### src/rtl/serial_pkg.sv
// Shared types and constants for the serial stimulus stage: FSM encodings,
// default word width and the bit-counter width helper.
package serial_pkg;

    typedef enum logic [1:0] {
        ST_IDLE    = 2'b00,
        ST_SHIFT   = 2'b01,
        ST_DONE    = 2'b10,
        ST_ILLEGAL = 2'b11
    } state_t;

    localparam int DEFAULT_WIDTH = 8;

    // Bits needed to count 0..w-1; never less than one bit.
    function automatic int cnt_width(input int w);
        return (w <= 2) ? 1 : $clog2(w);
    endfunction

endpackage

### src/rtl/serial_bit_counter.sv
// Bit-position counter for one serialized word: clear wins over increment,
// and `last` flags the final bit position (WIDTH-1).
module serial_bit_counter
    import serial_pkg::*;
#(
    parameter int WIDTH = DEFAULT_WIDTH
) (
    input  logic clock,
    input  logic reset_b,
    input  logic clear,
    input  logic inc,
    output logic last
);

    localparam int CW = cnt_width(WIDTH);

    logic [CW-1:0] count_reg;

    always_ff @(posedge clock or negedge reset_b) begin
        if (!reset_b) begin
            count_reg <= '0;
        end else if (clear) begin
            count_reg <= '0;
        end else if (inc) begin
            count_reg <= count_reg + CW'(1);
        end
    end

    assign last = (count_reg == CW'(WIDTH - 1));

endmodule

### src/rtl/serial_source.sv
// Parallel-to-serial stimulus stage: accepts a word over ready/load and shifts
// it out LSB-first, streaming back-to-back words with no idle gap.
module serial_source
    import serial_pkg::*;
#(
    parameter int   WIDTH  = DEFAULT_WIDTH,
    parameter logic IDLE_X = 1'b0
) (
    input  logic             clock,
    input  logic             reset_b,
    input  logic [WIDTH-1:0] data_in,
    input  logic             load,
    input  logic             enable,
    output logic             ready,
    output logic             x,
    output logic             x_valid,
    output logic             frame_done
);

    state_t             state_reg, state_next;
    logic [WIDTH-1:0]   shift_reg, shift_next;
    logic               x_reg, x_next;
    logic               x_valid_reg, x_valid_next;
    logic               frame_done_reg, frame_done_next;
    logic               cnt_clear, cnt_inc, cnt_last;
    logic               accept;

    serial_bit_counter #(.WIDTH(WIDTH)) u_bit_counter (
        .clock   (clock),
        .reset_b (reset_b),
        .clear   (cnt_clear),
        .inc     (cnt_inc),
        .last    (cnt_last)
    );

    always_ff @(posedge clock or negedge reset_b) begin
        if (!reset_b) begin
            state_reg      <= ST_IDLE;
            shift_reg      <= '0;
            x_reg          <= IDLE_X;
            x_valid_reg    <= 1'b0;
            frame_done_reg <= 1'b0;
        end else begin
            state_reg      <= state_next;
            shift_reg      <= shift_next;
            x_reg          <= x_next;
            x_valid_reg    <= x_valid_next;
            frame_done_reg <= frame_done_next;
        end
    end

    always_comb begin
        state_next      = state_reg;
        shift_next      = shift_reg;
        x_next          = x_reg;
        x_valid_next    = x_valid_reg;
        frame_done_next = frame_done_reg;
        cnt_clear       = 1'b0;
        cnt_inc         = 1'b0;
        ready           = 1'b0;

        case (state_reg)
            ST_IDLE, ST_DONE: ready = enable;
            ST_SHIFT:         ready = enable & cnt_last;
            default:          ready = 1'b0;
        endcase
        accept = load & ready;

        // With enable low everything, including a pending frame_done, holds.
        if (enable) begin
            frame_done_next = 1'b0;
            case (state_reg)
                ST_IDLE, ST_DONE: begin
                    if (accept) begin
                        state_next = ST_SHIFT;
                        shift_next = data_in;
                        cnt_clear  = 1'b1;
                    end else begin
                        state_next = ST_IDLE;
                    end
                end
                ST_SHIFT: begin
                    if (cnt_last) begin
                        cnt_clear       = 1'b1;
                        frame_done_next = 1'b1;
                        if (accept) begin
                            shift_next = data_in;
                        end else begin
                            state_next = ST_DONE;
                        end
                    end else begin
                        shift_next = shift_reg >> 1;
                        cnt_inc    = 1'b1;
                    end
                end
                default: begin
                    state_next = ST_IDLE;
                    cnt_clear  = 1'b1;
                end
            endcase
            x_next       = (state_next == ST_SHIFT) ? shift_next[0] : IDLE_X;
            x_valid_next = (state_next == ST_SHIFT);
        end
    end

    assign x          = x_reg;
    assign x_valid    = x_valid_reg;
    assign frame_done = frame_done_reg;

endmodule

### config.mk
export PLATFORM = sky130hd
export DESIGN_NAME = serial_source
export DESIGN_NICKNAME = d
export VERILOG_FILES = /design/src/rtl/serial_pkg.sv /design/src/rtl/serial_bit_counter.sv /design/src/rtl/serial_source.sv
export SDC_FILE = /design/constraint.sdc
export NUM_CORES = 1
export LEC_CHECK = 0
export CORE_UTILIZATION = 25
export CTS_BUF_LIST = sky130_fd_sc_hd__clkbuf_4
export CTS_CLUSTER_SIZE = 12
export DETAILED_ROUTE_END_ITERATION = 8
export PLACE_DENSITY = 0.44
export SYNTH_ARGS = -nofsm -noshare
export SYNTH_HDL_FRONTEND = slang
export SYNTH_SLANG_ARGS = --single-unit
### constraint.sdc
create_clock -name clock -period 1.4 [get_ports clock]
set_input_delay 0.35 -clock clock [delete_from_list [all_inputs] [get_ports clock]]
set_output_delay 0.35 -clock clock [all_outputs]
set_load 0.02 [all_outputs]
==> impl_results.md <==
* Peak VDD IR at 758 uV
* Main synth FF type: dfrtp_1
* H-tree depth at 1
* Final core occ at 39.6%
* Slowest stage delay, CP at 0.39 ns
* Tot Pwr at 1.62 mW
* Yosys reg bits at 15
* Power per Cell Area at 1470 nW/um^2
* Top post-synthesis cells by area: dfrtp_1 51%, nand2_1 8.1%, a22oi_1 6.1%
* CTS max path bufs at 2
* Clock latency on the worst-skew pair at 0.29 ns
* Largest family of logic cells by synthesized area: compound AO/OA/AOI/OAI gates
* Post-route DRC violation count at 0
* Simple-gate area share of the yosys netlist at 17.3%
* Dpl ws at -0.563 ns
* Share of the synthesized area in the top cell type at 50.8%
* Critical path fanouts, max at 2
* Post-synthesis adder-cell area fraction at 3.39%
* Final nets at 119
* Die width at 56.3 um
* Clock sink total at 15
* Violated checks: setup timing
* Reg clk slew, reported paths at 0.10 ns
* Worst-margin pin slew at 0.364 ns
* Vias in the first global route at 673
* Mapped Area at 738 um^2
* Final hold violation count at 0
* Core area at 2780 um^2
* Max-Cap Viols at 0
* Post-synth EDFFs at 0
* CP top delay family: flip-flops
* # hold bufs at CTS at 0
* Final period utilization at 118%
* Slowest-stage cell, CP: dfrtp_1
* Die height at 56.3 um
* Synth Instances at 71
* Port bufs at 15
* Overflow after GRT at 0
* CP Class: reg2out
* Commonest cells post-synth: 16 x nand2_1, 15 x dfrtp_1, 6 x a22oi_1
* Antenna-violating nets left at 0
* Status: finished with violations
* Routed WL at 1.67 mm
* Post-synth top area cell: dfrtp_1
* FMAX at 605 MHz
* Mux cell area share after synthesis at 1.53%
* Largest net degree at the start of global routing at 16
* Area grow syn2layout at 49.2%
* CP Buf/Inv Count at 1
* Initial antenna violation count at 0
* N_diodes at 0
* Post-Layout Inst Area at 1100 um^2
* GPL Wtd Cong at 0.685
* Largest register FFs at 7
* DIE AREA at 3170 um^2
* Clock Skew at 0.0154 ns
* Initial Utilization at 26.5%
* Setup crit start kind: flop
* Hpwl dp at 1.10 mm
* Post-route setup slack at -0.253 ns
* Post-synthesis sequential area ratio at 50.8%
* Vias/cell at 4.79
* Total GRT Usage at 12.0%
* Time the worst path needs with I/O delays and setup at 1.65 ns
* DR WL/cell at 12.3 um
* Initial DRC Count at 15
* Crit. End Element: output port
* Cts bufs inserted at 3
* CTS root buf: clkbuf_4
* DR vias at 646
* Async SR Flop Fraction at 100%
* First-pass GRT wire length at 2.90 mm
* Drt first pass iters at 4
* Yosys cell types at 27
* Syn Nets at 85
* Rows at 19
* Req. time, crit path at 1.05 ns
* P_leak at 0.532 nW
* Ratio of cells with drive above 1 in the final layout at 31.7%
* Final setup vio count at 7
* Rel. slew slack at 75.5%
* Non-Filler Instances at 135
* # IOs at 16
* Hold crit path type: in2async
* XOR/XNOR share of the synthesized area at 0%
* Worst path arrival time at 1.30 ns
* Crit-path cells: ha_2, ha_4, nor2b_4, nor2_2, buf_6
* Mean post-synth cell area at 10.4 um^2
* Warnings from Yosys at 0
* RSZ-0062 raised after global routing: true
* CTS tree: built
* Count leader, synth: nand2_1
* Slew Viols, Final at 0
* Placed Area at 1010 um^2
* Synth Area in Compound Gates at 23.2%
* Cell count after placement at 127
## per-layer routing
metal  vias to the layer above  global-route usage [%]  part of all wire (%)
met2                        15                    18.9                    44
li1                        319                       -                     -
met5                         -                       0                     0
met4                         0                    6.27                  0.78
met3                         2                    2.76                   4.7
met1                       310                    15.2                    50
## what timing repair did
action                     CTS  global route
setup endpoints to repair   15            12
resized for setup           14             2
setup buffers                1             2
cloned                       1             0
pin swaps                   11             1
## cells in the final DEF (no fill, tap or decap), types with 2 or more instances in the layout
| cell | Yosys | layout |
|---|---|---|
| dlygate4sd2_1 | 0 | 3 |
| nand2_1 | 16 | 16 |
| buf_6 | 0 | 2 |
| a22oi_1 | 6 | 5 |
| dfrtp_1 | 15 | 15 |
| inv_1 | 4 | 4 |
| buf_4 | 1 | 14 |
| clkdlybuf4s50_1 | 0 | 11 |
| a22o_1 | 2 | 2 |
| nor2_2 | 0 | 2 |
| o21ai_1 | 2 | 3 |
| clkbuf_4 | 0 | 3 |
| a21oi_1 | 4 | 4 |
## cells by family after synthesis
family | after synthesis
AOI/OAI and AO/OA | 22
adders and majority gates | 2
buffers and inverters | 6
DFF | 15
muxes | 1
and+or+nand+nor | 25
## final timing paths
| check | startpoint | to | slack, ns | depth (start not counted) |
|---|---|---|---|---|
| setup reg to reg | u_bit_counter.count_reg[0]$_DFFE_PN0P_ | shift_reg[5]$_DFFE_PN0P_ | -0.04 | 7 |
| setup / recovery | u_bit_counter.count_reg[1]$_DFFE_PN0P_ | ready | -0.25 | 5 |
| hold / removal | reset_b | shift_reg[5]$_DFFE_PN0P_ | 0.37 | 2 |
| hold reg to reg | shift_reg[4]$_DFFE_PN0P_ | shift_reg[3]$_DFFE_PN0P_ | 0.48 | 2 |
| max in group asynchronous | reset_b | u_bit_counter.count_reg[1]$_DFFE_PN0P_ | 0.83 | 2 |
| min in group clock | shift_reg[4]$_DFFE_PN0P_ | shift_reg[3]$_DFFE_PN0P_ | 0.48 | 2 |
## power by group
group	switching [mW]	leakage [nW]	total, mW	internal [mW]
Combinational	0.331	0.321	0.708	0.378
Sequential	0.0838	0.193	0.662	0.578
Clock	0.145	0.0177	0.251	0.106
## layout make-up
cell class                 count  area (um^2)
fill                         298         1680
multi-input combinational     51          380
sequential                    15          375
timing repair buffer          30          264
tap                           31         38.8
clock buffer                   3         22.5
inverter                       4         15.0
clock inverter                 1         5.00
## through the flow
stage                     hold WS (ns)  TNS (ns)
after detailed placement         0.450     -3.78
after global placement           0.448     -3.52
after CTS                        0.375    -0.485
after global routing             0.381     -1.16
after floorplan                 0.0544         0
final                            0.372    -0.461
Note: power is estimated with default switching activity, not from simulation.
